==> src/rtl/pong_pkg.sv <==
// Shared constants for the pong video blocks.
//   - Screen geometry of the active area
//   - Ball rest position (screen centre for a 16-pixel ball)
//   - Encoding of the ball motion FSM states
package pong_pkg;

  localparam int SCREEN_W = 1024;
  localparam int SCREEN_H = 768;

  // Top-left corner that centres a 16x16 ball on the 1024x768 screen.
  localparam logic [10:0] BALL_X0 = 11'd504;
  localparam logic [10:0] BALL_Y0 = 11'd376;

  typedef enum logic [1:0] {
    ST_IDLE = 2'd0,
    ST_PLAY = 2'd1,
    ST_MISS = 2'd2
  } ball_state_e;

endpackage

==> src/rtl/ball_ctl.sv <==
// Ball motion controller: FSM, position registers and direction bits.
// All motion happens only in cycles where tick=1 (one per frame).
// Ports:
//   pclk, rst                - pixel clock, synchronous active-high reset
//   tick                     - frame tick from the vblank edge detector
//   serve                    - starts play when high at a tick in IDLE
//   paddle_l_y, paddle_r_y   - paddle top edges, used only at a tick
//   ball_x, ball_y           - ball top-left position
//   miss_l, miss_r           - one-cycle pulse when the ball exits left/right
//
// state   | meaning
// --------+-----------------------------------------------------------
// IDLE    | ball parked at screen centre, waiting for serve at a tick
// PLAY    | ball moves SPEED px per axis per tick, bounces off walls/paddles
// MISS    | ball frozen at the exit edge for MISS_FRAMES ticks
module ball_ctl
  import pong_pkg::*;
#(
  parameter int BALL_SIZE   = 16,
  parameter int SPEED       = 4,
  parameter int PADDLE_H    = 64,
  parameter int PADDLE_W    = 16,
  parameter int PADDLE_XL   = 32,
  parameter int PADDLE_XR   = 976,
  parameter int MISS_FRAMES = 60
) (
  input  logic        pclk,
  input  logic        rst,
  input  logic        tick,
  input  logic        serve,
  input  logic [10:0] paddle_l_y,
  input  logic [10:0] paddle_r_y,
  output logic [10:0] ball_x,
  output logic [10:0] ball_y,
  output logic        miss_l,
  output logic        miss_r
);

  localparam int CNT_W = $clog2(MISS_FRAMES + 1);

  // Comparisons are done in 12 bits so that sums near the screen edge
  // never wrap.
  localparam logic [11:0] SPD    = 12'(SPEED);
  localparam logic [11:0] BS     = 12'(BALL_SIZE);
  localparam logic [11:0] PH     = 12'(PADDLE_H);
  localparam logic [11:0] PXL    = 12'(PADDLE_XL);
  localparam logic [11:0] PXR    = 12'(PADDLE_XR);
  localparam logic [11:0] L_FACE = 12'(PADDLE_XL + PADDLE_W);
  localparam logic [11:0] R_EDGE = 12'(PADDLE_XR + PADDLE_W);
  localparam logic [11:0] R_STOP = 12'(PADDLE_XR - BALL_SIZE);
  localparam logic [11:0] X_MAX  = 12'(SCREEN_W - BALL_SIZE);
  localparam logic [11:0] Y_MAX  = 12'(SCREEN_H - BALL_SIZE);
  localparam logic [CNT_W-1:0] CNT_LOAD = CNT_W'(MISS_FRAMES - 1);

  ball_state_e      state_q, state_d;
  logic [10:0]      x_q, x_d, y_q, y_d;
  logic             dx_q, dx_d, dy_q, dy_d;
  logic [CNT_W-1:0] cnt_q, cnt_d;
  logic             miss_l_q, miss_l_d, miss_r_q, miss_r_d;

  logic [11:0] x12, y12, pl12, pr12;
  logic        hit_l, hit_r;

  assign x12  = {1'b0, x_q};
  assign y12  = {1'b0, y_q};
  assign pl12 = {1'b0, paddle_l_y};
  assign pr12 = {1'b0, paddle_r_y};

  // x > PXL guards the subtraction, so a wrapped x12-SPD never matters.
  assign hit_l = (x12 - SPD <= L_FACE) && (x12 > PXL) &&
                 (y12 + BS > pl12) && (y12 < pl12 + PH);
  assign hit_r = (x12 + BS + SPD >= PXR) && (x12 + BS < R_EDGE) &&
                 (y12 + BS > pr12) && (y12 < pr12 + PH);

  always_comb begin
    state_d  = state_q;
    x_d      = x_q;
    y_d      = y_q;
    dx_d     = dx_q;
    dy_d     = dy_q;
    cnt_d    = cnt_q;
    miss_l_d = 1'b0;
    miss_r_d = 1'b0;
    if (tick) begin
      unique case (state_q)
        ST_IDLE: begin
          x_d = BALL_X0;
          y_d = BALL_Y0;
          if (serve) state_d = ST_PLAY;
        end
        ST_PLAY: begin
          if (dy_q) begin
            if (y12 + SPD >= Y_MAX) begin
              y_d  = 11'(Y_MAX);
              dy_d = 1'b0;
            end else begin
              y_d = 11'(y12 + SPD);
            end
          end else begin
            if (y12 <= SPD) begin
              y_d  = '0;
              dy_d = 1'b1;
            end else begin
              y_d = 11'(y12 - SPD);
            end
          end

          if (!dx_q) begin
            if (hit_l) begin
              x_d  = 11'(L_FACE);
              dx_d = 1'b1;
            end else if (x12 <= SPD) begin
              x_d      = '0;
              miss_l_d = 1'b1;
              state_d  = ST_MISS;
              cnt_d    = CNT_LOAD;
            end else begin
              x_d = 11'(x12 - SPD);
            end
          end else begin
            if (hit_r) begin
              x_d  = 11'(R_STOP);
              dx_d = 1'b0;
            end else if (x12 >= X_MAX - SPD) begin
              x_d      = 11'(X_MAX);
              miss_r_d = 1'b1;
              state_d  = ST_MISS;
              cnt_d    = CNT_LOAD;
            end else begin
              x_d = 11'(x12 + SPD);
            end
          end
        end
        ST_MISS: begin
          // dx is left untouched through MISS, so it still points at the
          // side that missed when IDLE is re-entered.
          if (cnt_q == '0) begin
            state_d = ST_IDLE;
            x_d     = BALL_X0;
            y_d     = BALL_Y0;
          end else begin
            cnt_d = cnt_q - 1'b1;
          end
        end
        default: state_d = ST_IDLE;
      endcase
    end
  end

  always_ff @(posedge pclk) begin
    if (rst) begin
      state_q  <= ST_IDLE;
      x_q      <= BALL_X0;
      y_q      <= BALL_Y0;
      dx_q     <= 1'b1;
      dy_q     <= 1'b1;
      cnt_q    <= '0;
      miss_l_q <= 1'b0;
      miss_r_q <= 1'b0;
    end else begin
      state_q  <= state_d;
      x_q      <= x_d;
      y_q      <= y_d;
      dx_q     <= dx_d;
      dy_q     <= dy_d;
      cnt_q    <= cnt_d;
      miss_l_q <= miss_l_d;
      miss_r_q <= miss_r_d;
    end
  end

  assign ball_x = x_q;
  assign ball_y = y_q;
  assign miss_l = miss_l_q;
  assign miss_r = miss_r_q;

endmodule

==> src/rtl/draw_ball.sv <==
// Ball overlay stage of the pong video pipeline.
// Delays the raster timing by one pclk, paints the ball over rgb_in and
// derives the per-frame tick from the rising edge of vblnk_in.
// Ports:
//   pclk, rst                         - pixel clock, sync active-high reset
//   hcount_in..vblnk_in, rgb_in       - raster from the background stage
//   paddle_l_y, paddle_r_y, serve     - game inputs, used at the frame tick
//   hcount_out..vblnk_out, rgb_out    - raster delayed by one pclk
//   ball_x, ball_y                    - ball top-left position
//   miss_l, miss_r                    - one-cycle miss pulses
module draw_ball
  import pong_pkg::*;
#(
  parameter int          BALL_SIZE   = 16,
  parameter int          SPEED       = 4,
  parameter logic [11:0] BALL_COLOR  = 12'hFFF,
  parameter int          PADDLE_H    = 64,
  parameter int          PADDLE_W    = 16,
  parameter int          PADDLE_XL   = 32,
  parameter int          PADDLE_XR   = 976,
  parameter int          MISS_FRAMES = 60
) (
  input  logic        pclk,
  input  logic        rst,
  input  logic [10:0] hcount_in,
  input  logic [10:0] vcount_in,
  input  logic        hsync_in,
  input  logic        vsync_in,
  input  logic        hblnk_in,
  input  logic        vblnk_in,
  input  logic [11:0] rgb_in,
  input  logic [10:0] paddle_l_y,
  input  logic [10:0] paddle_r_y,
  input  logic        serve,
  output logic [10:0] hcount_out,
  output logic [10:0] vcount_out,
  output logic        hsync_out,
  output logic        vsync_out,
  output logic        hblnk_out,
  output logic        vblnk_out,
  output logic [11:0] rgb_out,
  output logic [10:0] ball_x,
  output logic [10:0] ball_y,
  output logic        miss_l,
  output logic        miss_r
);

  localparam logic [11:0] BS = 12'(BALL_SIZE);

  logic [10:0] hcount_q, hcount_d, vcount_q, vcount_d;
  logic        hsync_q, hsync_d, vsync_q, vsync_d;
  logic        hblnk_q, hblnk_d, vblnk_q, vblnk_d;
  logic [11:0] rgb_q, rgb_d;
  logic        in_ball, tick;

  // vblnk_q doubles as the vblank history for edge detection.
  assign tick = vblnk_in & ~vblnk_q;

  always_comb begin
    hcount_d = hcount_in;
    vcount_d = vcount_in;
    hsync_d  = hsync_in;
    vsync_d  = vsync_in;
    hblnk_d  = hblnk_in;
    vblnk_d  = vblnk_in;
    in_ball  = !hblnk_in && !vblnk_in &&
               ({1'b0, hcount_in} >= {1'b0, ball_x}) &&
               ({1'b0, hcount_in} <  {1'b0, ball_x} + BS) &&
               ({1'b0, vcount_in} >= {1'b0, ball_y}) &&
               ({1'b0, vcount_in} <  {1'b0, ball_y} + BS);
    rgb_d    = in_ball ? BALL_COLOR : rgb_in;
  end

  always_ff @(posedge pclk) begin
    if (rst) begin
      hcount_q <= '0;
      vcount_q <= '0;
      hsync_q  <= 1'b0;
      vsync_q  <= 1'b0;
      hblnk_q  <= 1'b0;
      vblnk_q  <= 1'b0;
      rgb_q    <= '0;
    end else begin
      hcount_q <= hcount_d;
      vcount_q <= vcount_d;
      hsync_q  <= hsync_d;
      vsync_q  <= vsync_d;
      hblnk_q  <= hblnk_d;
      vblnk_q  <= vblnk_d;
      rgb_q    <= rgb_d;
    end
  end

  ball_ctl #(
    .BALL_SIZE  (BALL_SIZE),
    .SPEED      (SPEED),
    .PADDLE_H   (PADDLE_H),
    .PADDLE_W   (PADDLE_W),
    .PADDLE_XL  (PADDLE_XL),
    .PADDLE_XR  (PADDLE_XR),
    .MISS_FRAMES(MISS_FRAMES)
  ) u_ball_ctl (
    .pclk      (pclk),
    .rst       (rst),
    .tick      (tick),
    .serve     (serve),
    .paddle_l_y(paddle_l_y),
    .paddle_r_y(paddle_r_y),
    .ball_x    (ball_x),
    .ball_y    (ball_y),
    .miss_l    (miss_l),
    .miss_r    (miss_r)
  );

  assign hcount_out = hcount_q;
  assign vcount_out = vcount_q;
  assign hsync_out  = hsync_q;
  assign vsync_out  = vsync_q;
  assign hblnk_out  = hblnk_q;
  assign vblnk_out  = vblnk_q;
  assign rgb_out    = rgb_q;

endmodule

==> config.mk <==
export PLATFORM = sky130hd
export DESIGN_NAME = draw_ball
export DESIGN_NICKNAME = d
export VERILOG_FILES = /design/src/rtl/pong_pkg.sv /design/src/rtl/ball_ctl.sv /design/src/rtl/draw_ball.sv
export SDC_FILE = /design/constraint.sdc
export NUM_CORES = 1
export LEC_CHECK = 0
export ABC_AREA = 1
export CORE_ASPECT_RATIO = 0.9
export CORE_UTILIZATION = 52
export DETAILED_ROUTE_END_ITERATION = 10
export PLACE_DENSITY = 0.86
export RECOVER_POWER = 100
export SYNTH_ARGS = -nofsm -noshare
export SYNTH_HDL_FRONTEND = slang
export SYNTH_SLANG_ARGS = --single-unit
==> constraint.sdc <==
create_clock -name pclk -period 2.95 [get_ports pclk]
set_clock_uncertainty 0.2 [all_clocks]
set_input_delay 0.4425 -clock pclk [delete_from_list [all_inputs] [get_ports pclk]]
set_output_delay 0.4425 -clock pclk [all_outputs]
set_load 0.02 [all_outputs]
* Word level (Yosys, flattened, before mapping) *
Cells that the tools add are included.

cells by class
  add/sub/neg operators = 10
  order comparisons = 16
  equal/unequal tests = 9
  multiplexer cells = 36
  bitwise gates (word level) = 5
  reductions and logical operators = 23

operators with widths
  operator                                                             count
  two-way mux 11 bit                                                   10
  one-hot mux 11 bit (3 select lines)                                  2
  less-than comparator 11 x 12 -> 1 bit                                4
  two-way mux 6 bit                                                    6
  adder 11 x 5 -> 12 bit, second input constant                        2
  adder 11 x 7 -> 12 bit, second input constant                        2
  greater-or-equal comparator 12 x 10 -> 1 bit, second input constant  2
  greater-than comparator 12 x 11 -> 1 bit                             2
  greater-or-equal comparator 11 bit                                   2
  less-or-equal comparator 11 x 3 -> 1 bit, second input constant      2
  two-way mux 2 bit                                                    7
  AND reduction 7 bit                                                  2
  adder 11 x 3 -> 12 bit, second input constant                        1
  adder 12 x 3 -> 12 bit, second input constant                        1
  less-or-equal comparator 12 x 6 -> 1 bit, second input constant      1
  less-than comparator 12 x 10 -> 1 bit, second input constant         1
  two-way mux 12 bit                                                   1
  one-hot mux 6 bit (2 select lines)                                   1
  subtractor 11 x 3 -> 12 bit, second input constant                   1
  adder 11 x 3 -> 11 bit, second input constant                        1
  greater-or-equal comparator 11 x 10 -> 1 bit, second input constant  1
  greater-than comparator 11 x 6 -> 1 bit, second input constant       1
  logical AND 1 bit                                                    11
  subtractor 11 x 3 -> 11 bit, second input constant                   1
  other kinds (20)                                                     34

storage, ports and cells
  bits in registers = 72
  bits of input ports = 63
  output and inout port bits = 62
  word-level logic and storage cells = 114

* Logic depth before layout (Yosys ltp) *
Gate-level depths: netlist (run 1).

  depth in word-level cells = 9
  mapped depth = 19
  depth with buffers taken out = 18

* By module *
Synthesis (run 1) repeated with hierarchy kept, for this count alone.

unflattened totals
  cells, all modules = 937
  area total of the unflattened synthesis = 6102.1 um^2

modules (own cells, without submodules)
  module     times used  cells an instance  area an instance (um^2)
  ball_ctl   1           622                3754.9
  draw_ball  1           315                2347.3

* Least setup slack after synthesis (run 1) *
No wires, ideal clock.

  path kind = register to register
  start point = register u_ball_ctl.y_q[4] (netlist: u_ball_ctl.ball_y[4])
  end point = register u_ball_ctl.x_q[3] (netlist: u_ball_ctl.ball_x[3])
  arrival time = 2.574 ns
  data required time = 2.624 ns
  slack = 0.050 ns
  cell stages (with the launch flop) = 18
  buffers on the path = 0
  period minus slack after synthesis = 2.900 ns
  cells stage by stage = dfxtp_1 > ha_1 > nand2_1 > nor2_1 > xor2_1 > inv_2 > ha_1 > nand2_1 > inv_1 > nand3_1 > nor2_1 > nand2_1 > a21oi_2 > nand3_2 > nand3_1 > nand3_1 > o21ai_1 > nand2_1

between the ends
  longest elaborated chain between the ends = 7
  elaborated cells on any way between the ends = 13

ends and longest elaborated chain
  item                                                                RTL line                          RTL
  start, declared                                                     ball_ctl.sv:56                    logic [10:0] x_q, x_d, y_q, y_d;
  start signal, assigned                                              ball_ctl.sv:163                   y_q <= y_d;
  adder 11 x 5 -> 12 bit                                              ball_ctl.sv:71, ball_ctl.sv:73
  greater-than comparator 12 x 11 -> 1 bit, on equally long branches  ball_ctl.sv:71, ball_ctl.sv:73
  logical AND 1 bit, on equally long branches                         ball_ctl.sv:70, ball_ctl.sv:72
  logical AND 1 bit, on equally long branches                         ball_ctl.sv:71, ball_ctl.sv:73
  two-way mux 11 bit, on equally long branches                        ball_ctl.sv:109, ball_ctl.sv:121
  two-way mux 11 bit (*)                                              ball_ctl.sv:108                   if (!dx_q) begin
  one-hot mux 11 bit (3 select lines) (*)                             ball_ctl.sv:85                    unique case (state_q)
  end signal, assigned                                                ball_ctl.sv:153                   x_q <= BALL_X0;
  end signal, assigned                                                ball_ctl.sv:162                   x_q <= x_d;
  end, declared                                                       ball_ctl.sv:56

Every way passes the cells marked *; elsewhere a longest branch is shown, timed or not.
A chain may end at the register's enable or synchronous reset.

* Worst setup path in the final report (run 1) *
  start point = register u_ball_ctl.y_q[5] (netlist: u_ball_ctl.ball_y[5])
  end point = register u_ball_ctl.cnt_q[4]

between the ends
  longest elaborated chain between the ends = 6
  elaborated cells on any way between the ends = 12

ends and longest elaborated chain
  item                                                                                      RTL line                        RTL
  adder 11 x 5 -> 12 bit                                                                    ball_ctl.sv:71, ball_ctl.sv:73
  greater-than comparator 12 x 11 -> 1 bit, on equally long branches                        ball_ctl.sv:71, ball_ctl.sv:73
  logical AND 1 bit, on equally long branches                                               ball_ctl.sv:70, ball_ctl.sv:72
  logical AND 1 bit, on equally long branches                                               ball_ctl.sv:71, ball_ctl.sv:73
  inequality test 3 x 2 -> 1 bit (no line) / inequality test 3 bit (equally long branches)  n/a
  AND reduction 7 bit (no line) (*)                                                         n/a
  end signal, assigned                                                                      ball_ctl.sv:166                 cnt_q <= cnt_d;
  end, declared                                                                             ball_ctl.sv:58                  logic [CNT_W-1:0] cnt_q, cnt_d;

Marked as above.

==> out/metrics.cfg, run 1 <==
[status]
run_status=completed

[synth]
ys.warnings.count=0
post_synthesis_instance_total=848
synth_cell_type_count=47
synth-seq-cells=68
synthSimpleGateAreaFrac_pct=30.37
mux_cell_area_share_after_synthesis_pct=0
seq_area_frac_synth_pct=23.57
synth-adder-area-share_pct=18.41
yosys.area.top_type_share_pct=23.57
synth.largest_area_cell=dfxtp_1
synth_top_family_by_area=simple AND/OR/NAND/NOR gates
yosys_most_used_dff=dfxtp_1
synth-xor-area-share_pct=3.639
synth_compound_area_share_pct=12.48
avgSynthCellArea_um2=6.812
synth_edf_count=0
synth_area_um2=5777
synth.area.top_cells=dfxtp_1 24%, ha_1 18%, nand2_1 11%
asyncSetResetFlopFracSynth_pct=0

[worst_setup_path]
crit_family=simple AND/OR/NAND/NOR gates
r2r_cells=17
timing.critical_path.slowest_stage_cell=dfxtp_4
max_stage_delay_ns=0.37
worst_r2r_startpoint=u_ball_ctl.ball_y[5]
r2r-end=u_ball_ctl.cnt_q[4]
crit_path_start_kind=flop
reg2reg_setup_slack_ns=0.08
cpMostUsedCell=nand2_2
cp_num_buf_inv=3
criticalPathCategory=flop to flop
cp-end-kind=flop
required_ns=3.01
critical_path_arrival_ns=2.93
crit_path_cell_trace=buf_6 -> nand2_1 -> nor2_4 -> nand2_2 -> xor2_2 -> inv_2 -> ha_1 -> nand2_1 -> inv_1 -> nand3_2 -> nor2_2 -> nand2_2 -> a21oi_4 -> nand4_4 -> nand3_4 -> nand2_2 -> a21oi_2
critical_path.max_fanout=7

[route]
drt-wirelength-per-cell_um=14.06
vias_per_cell=5.263
postRouteAntennaNets=0
drtPass1Iterations=6
dr_total_vias=6016
remaining_drc_errors=0
detail_route.iter0.violations=493
drt_wl_total_um=16070

[finish]
final_util_pct=72.13
area_delta_synth_final_pct=34.98
antenna-diode-count=0
final_net_count=1153
post_route_cells_drive_above_1_share_pct=15.05
layout.filler_cells=837

[floorplanning]
fp.dieArea_um2=11540
floorplan.rows=36
fp.coreArea_um2=10810
die_x_um=113.1
effective_utilization_at_floorplan_pct=53.44
floorplan.die.height_um=102.0
io_pins=125

[worst_hold_path]
timing.hold.worst_endpoint=u_ball_ctl.cnt_q[1]
holdCritPathClass=flop to flop
hp-start=u_ball_ctl.cnt_q[1]
hold_depth=2

[clocking]
clockRootBuffer=clkbuf_16
tritoncts=yes
clk_pin_slew_ns=0.06
clock_tree.buffer_depth=2
worstSkewPairLatency_ns=0.33
clkSinkCount=68
ctsHtreeMaxLevel=3
clock_buffer_count_from_cts=9

[timing]
hold_viol=0
setup_viol=0
rsz_0062_raised_after_global_routing=yes
total_negative_setup_slacks_ns=0
period_needed_ns=2.866
finalMaxSlewViolations=0
max_freq_mhz=348.9
fin_crit_sh_pct=97.15

[pwr]
power_report.internal_total_mw=1.975
pwr-share-clk_pct=38.2
combPwrFrac_pct=27.5
irDropWorstVdd_mv=0.2724
power.density_nw_per_um2=371.5
p_seq_share_pct=34.3
leakagePower_nw=3.895
power_switching_mw=0.9213
swShare_pct=31.80

[global_route]
grt_pass1_vias=5203
track_usage_pct=26.49
antenna_violations_before_repair=0
overflow=0
grt_start_max_net_pins=37
wire_length_of_the_first_global_routing_pass_um=24430

[flow_run]
max_cap_viol_count=0

[place]
globalplace.congestion=0.9391
io_buffer_count=120
dpl.hpwl_um=12080

sequential cells by signal, indices dropped and copies added, names as in the netlist, 2 cells and up:
| name | count |
|---|---|
| rgb_out | 12 |
| u_ball_ctl.ball_y | 9 |
| u_ball_ctl.state_q | 2 |
| hcount_out | 11 |
| vcount_out | 11 |
| u_ball_ctl.cnt_q | 6 |
| u_ball_ctl.ball_x | 9 |
worst register-to-register path: cells and delay by family (launching register included):
| family | cells | cell delay, ns |
|---|---|---|
| AND/OR/NAND/NOR | 10 | 1.18 |
| flip-flops | 1 | 0.37 |
| adder cells (fa/ha/maj) | 1 | 0.31 |
| AO/OA/AOI/OAI | 2 | 0.31 |
| buffers and inverters | 3 | 0.27 |
| XOR/XNOR | 1 | 0.17 |
cell families after synthesis:
logic type,after synthesis
AND/OR/NAND/NOR,385
buffers and inverters,167
AO/OA/AOI/OAI,118
adder cells (fa/ha/maj),85
flip-flops,68
XOR/XNOR,24
other,1
cells in the mapped netlist, types with 6 or more instances:
cell type,instances
xor2_1,19
nor2_2,8
inv_1,127
nand2_2,12
clkbuf_1,10
dfxtp_1,68
nor2_1,96
o21ai_1,15
nor3_1,6
ha_1,85
a21oi_1,51
o211ai_1,6
nand4_1,16
nand3_1,58
a21oi_2,18
nand2_1,166
o21ai_0,13
inv_2,15
area by class of cell:
| cell class | instances | area (um^2) | area share (%) |
|---|---|---|---|
| well taps | 133 | 166.4 | 2.134 |
| repair buffers | 163 | 1526 | 19.58 |
| flip-flops and latches | 68 | 1374 | 17.62 |
| clock buffers | 9 | 225.2 | 2.888 |
| clock inverters | 7 | 81.33 | 1.043 |
| multi-input cells | 617 | 3872 | 49.66 |
| inverters | 146 | 551.8 | 7.076 |
placed cells by master, fill, tap and decap left out, types with 4 or more instances in the layout:
| master | instances |
|---|---|
| inv_2 | 15 |
| buf_4 | 41 |
| o21ai_0 | 16 |
| ha_1 | 83 |
| o21ai_1 | 13 |
| xor2_1 | 17 |
| dfxtp_1 | 62 |
| a21oi_1 | 51 |
| nand2_1 | 162 |
| xnor2_1 | 5 |
| o211ai_1 | 6 |
| nor2_1 | 91 |
| nand4_1 | 16 |
| or2_2 | 4 |
| clkdlybuf4s50_1 | 60 |
| nand3b_1 | 4 |
| conb_1 | 4 |
| dfxtp_2 | 4 |
| a21oi_2 | 17 |
| nor3_1 | 6 |
| nor2_2 | 11 |
| nor2_4 | 5 |
| dlygate4sd3_1 | 59 |
| clkbuf_16 | 9 |
| nand2_2 | 16 |
| inv_1 | 126 |
| nand3_1 | 57 |
worst max-delay path by stage:
stage	startpoint	end	cells past startpoint
2_1_floorplan	u_ball_ctl.ball_y[4]	u_ball_ctl.ball_x[3]	17
6_report	u_ball_ctl.ball_y[5]	u_ball_ctl.cnt_q[4]	17
5_1_grt	u_ball_ctl.ball_y[5]	u_ball_ctl.cnt_q[4]	17
3_3_place_gp	paddle_r_y[7]	u_ball_ctl.state_q[1]	17
4_1_cts	u_ball_ctl.ball_y[4]	u_ball_ctl.ball_x[3]	18
3_5_place_dp	paddle_r_y[7]	u_ball_ctl.state_q[1]	17
power groups by stage:
stage	logic (mW)	registers, mW	clock network (mW)
final	0.797	0.995	1.11
after CTS	0.787	0.997	1.12
after global placement	0.763	1.02	0
after detailed placement	0.782	1.02	0
after global routing	0.883	1.00	1.15
after floorplan	0.449	1.06	0
per-layer routing:
metal	wire length, um	GRT usage, %	up-vias	part of all wire [%]
li1	-	-	3041	-
met1	7239	36.01	2647	45
met2	7272	44.03	288	45
met3	1213	4.567	40	7.5
met4	349	6.275	0	2.2
met5	0	0	-	0
per-stage QoR:
step | hold slack (ns) | instance area, um^2 | power (mW) | worst slack [ns] | instances
global placement | 0.2768 | 7330 | 1.779 | -0.04834 | 1122
CTS | 0.2906 | 7636 | 2.901 | 0.04649 | 1138
finish | 0.2920 | 7797 | 2.897 | 0.08394 | 1143
global route | 0.3105 | 7797 | 3.036 | -0.1000 | 1143
floorplan | 0.2600 | 5788 | 1.507 | 0.04992 | 851
detailed placement | 0.2773 | 7330 | 1.798 | -0.1747 | 1122
what timing repair did:
item                                    4_1_cts  5_1_grt
hold endpoints to repair                      0        0
setup buffers                                 0        4
resized for setup                             0       32
endpoints found under the setup margin        0       17
hold buffers                                  0        0
Power figures use the tool's default switching activity.
==> inputs of run 2 (changes only) <==
--- a/config.mk
+++ b/config.mk
@@ -9,8 +9,10 @@
 export CORE_ASPECT_RATIO = 0.9
 export CORE_UTILIZATION = 52
 export DETAILED_ROUTE_END_ITERATION = 10
-export PLACE_DENSITY = 0.86
+export HOLD_SLACK_MARGIN = 0.05
+export PLACE_DENSITY = 0.82
 export RECOVER_POWER = 100
+export SLEW_MARGIN = 10
 export SYNTH_ARGS = -nofsm -noshare
 export SYNTH_HDL_FRONTEND = slang
 export SYNTH_SLANG_ARGS = --single-unit
==> run 2 against run 1 <==
Flip-flop and latch count unchanged. Sequential power about the same. Worst setup slack better by 0.067 ns. Die area stayed put. Combinational power fell by 1%. Critical endpoint is now u_ball_ctl.ball_x[3]. Largest power group unchanged. Highest routed layer unchanged.
==> out/metrics.cfg, run 2 (synthesized netlist as in run 1, its figures left out) <==
[pwr]
power_report.internal_total_mw=1.963  ; -0.60%
irDropWorstVdd_mv=0.3690  ; +35%
swShare_pct=31.54  ; -0.26 points
combPwrFrac_pct=27.5  ; about the same
power_switching_mw=0.9047  ; -1.8%
pwr-share-clk_pct=37.8  ; -0.4 points
post-layout-total-power_mw=2.868  ; -0.98%
p_seq_share_pct=34.7  ; +0.4 points
power.density_nw_per_um2=372.6  ; +0.30%
leakagePower_nw=3.877  ; -0.48%

[clocking]
clockRootBuffer=clkbuf_16
clock_tree.buffer_depth=2  ; unchanged
clock_buffer_count_from_cts=9  ; unchanged
clk_pin_slew_ns=0.06  ; about the same
clkSinkCount=68  ; unchanged
cts_hold_repair.buffers=0  ; unchanged
tritoncts=yes
ctsHtreeMaxLevel=3  ; unchanged
worstSkewPairLatency_ns=0.34  ; about the same

[flow_run]
max_cap_viol_count=0  ; unchanged

[worst_setup_path]
critical_path.max_fanout=5  ; -2
cp-end-kind=flop
timing.critical_path.to=u_ball_ctl.ball_x[3]
reg2reg_setup_slack_ns=0.15  ; +0.07 ns
r2r_cells=15  ; -2
r2r-end=u_ball_ctl.ball_x[3]
crit_path_start_kind=flop
criticalPathCategory=flop to flop
critical_path_arrival_ns=2.81  ; -0.12 ns
required_ns=2.96  ; -0.05 ns
startpoint=u_ball_ctl.ball_y[5]
worst_r2r_startpoint=u_ball_ctl.ball_y[5]

[timing]
max_freq_mhz=357.2  ; +2.4%
slew_at_the_pin_closest_to_its_max_slew_limit_ns=1.248
finalMaxSlewViolations=0  ; unchanged
setup_viol=0  ; unchanged
fin_crit_sh_pct=94.89  ; -2.3 points
period_needed_ns=2.799  ; -0.06668 ns
hold_viol=0  ; unchanged
worst_case_headroom_to_the_max_slew_limit_pct=16.78
worst_slack_ns=0.1506  ; +0.06668 ns

[floorplanning]
floorplan.die.height_um=102.0  ; unchanged
fp.coreArea_um2=10810  ; unchanged
io_pins=125  ; unchanged
floorplan.rows=36  ; unchanged
effective_utilization_at_floorplan_pct=53.44  ; unchanged
fp.dieArea_um2=11540  ; unchanged
die_x_um=113.1  ; unchanged

[place]
placement.cell_area_um2=7337  ; +0.10%
dpl.hpwl_um=12330  ; +2.1%
globalplace.congestion=0.9305  ; -0.92%
io_buffer_count=120  ; unchanged
placement.setup.worst_slack_ns=-0.1156  ; +0.05909 ns
place_inst=1123  ; +0.089%

[route]
detail_route.iter0.violations=463  ; -6.1%
vias_per_cell=5.254  ; -0.18%
postRouteAntennaNets=0  ; unchanged
drt_wl_total_um=15990  ; -0.50%
drtPass1Iterations=7  ; +1
drt-wirelength-per-cell_um=14.00  ; -0.42%
remaining_drc_errors=0  ; unchanged
dr_total_vias=6000  ; -0.27%

[finish]
area_delta_synth_final_pct=33.25
instances_no_fill=1142  ; -0.087%
antenna-diode-count=0  ; unchanged
largest_reg_flops=12  ; unchanged
post_route_cells_drive_above_1_share_pct=13.68  ; -1.4 points
fin_area_um2=7697  ; -1.3%
mostFrequentLayoutCell=nand2_1
final_util_pct=71.20  ; -0.93 points
final_net_count=1152  ; -0.087%
layout_common_cells=165 x nand2_1, 127 x inv_1, 95 x nor2_1, 85 x ha_1, 62 x dfxtp_1

[status]
run_status=completed

[global_route]
grt_pass1_vias=5472  ; +5.2%
grt_start_max_net_pins=26  ; -30%
track_usage_pct=28.25  ; +1.8 points
wire_length_of_the_first_global_routing_pass_um=25940  ; +6.2%
antenna_violations_before_repair=0  ; unchanged
overflow=0  ; unchanged

[worst_hold_path]
holdCritPathClass=flop to flop

-- run 2: critical path, stage by stage (launching register included) --
cell,delay (ns)
dfxtp_4,0.36
ha_1,0.19
buf_4,0.14
nand4_1,0.10
xor2_1,0.22
inv_1,0.12
ha_1,0.30
and3_1,0.21
nand3_1,0.09
nand2_1,0.11
nand2_2,0.15
nand3_1,0.15
nand3_1,0.11
nand3_1,0.08
o21ai_1,0.09
nand2_1,0.06
-- run 2: what timing repair did --
item / 4_1_cts / 5_1_grt
resized for setup: 0 / 13
setup buffers: 0 / 2
setup endpoints to repair: 0 / 24
-- run 2: power groups by stage --
stage / sequential [mW] / combinational (mW) / clock (mW)
2_1_floorplan: 1.06 / 0.449 / 0
3_3_place_gp: 1.02 / 0.768 / 0
3_5_place_dp: 1.02 / 0.782 / 0
4_1_cts: 0.997 / 0.790 / 1.10
5_1_grt: 1.00 / 0.884 / 1.14
6_report: 0.996 / 0.788 / 1.08
-- run 2: metrics by stage --
step           hold slack, ns   TNS, ns
2_1_floorplan          0.2600         0
3_3_place_gp           0.2761   -0.4737
3_5_place_dp           0.2787   -0.8686
4_1_cts                0.2904         0
5_1_grt                0.3136  -0.06563
6_report               0.2890         0
-- run 2: layer usage --
| layer | vias to the layer above | routed length [um] | GRT usage (%) |
|---|---|---|---|
| met5 | - | 0 | 0 |
| met4 | 0 | 255 | 8.806 |
| met3 | 31 | 1317 | 5.397 |
| met2 | 273 | 6989 | 44.79 |
| met1 | 2659 | 7429 | 38.95 |
| li1 | 3037 | - | - |
-- run 2: how the worst min path moves through the flow --
stage | from | end | depth (start not counted)
2_1_floorplan | u_ball_ctl.cnt_q[0] | u_ball_ctl.cnt_q[0] | 2
3_3_place_gp | u_ball_ctl.cnt_q[1] | u_ball_ctl.cnt_q[1] | 2
3_5_place_dp | u_ball_ctl.cnt_q[1] | u_ball_ctl.cnt_q[1] | 2
4_1_cts | u_ball_ctl.cnt_q[1] | u_ball_ctl.cnt_q[1] | 2
5_1_grt | u_ball_ctl.cnt_q[1] | u_ball_ctl.cnt_q[1] | 2
6_report | u_ball_ctl.cnt_q[0] | u_ball_ctl.cnt_q[0] | 2
-- run 2: cell type report --
class                   count  area [um^2]
multi-input cells         617         3807
flip-flops and latches     68         1371
clock inverters             7        73.82
inverters                 146        549.3
fillers                   904         3113
clock buffers               9        225.2
repair buffers            162         1504
well taps                 133        166.4
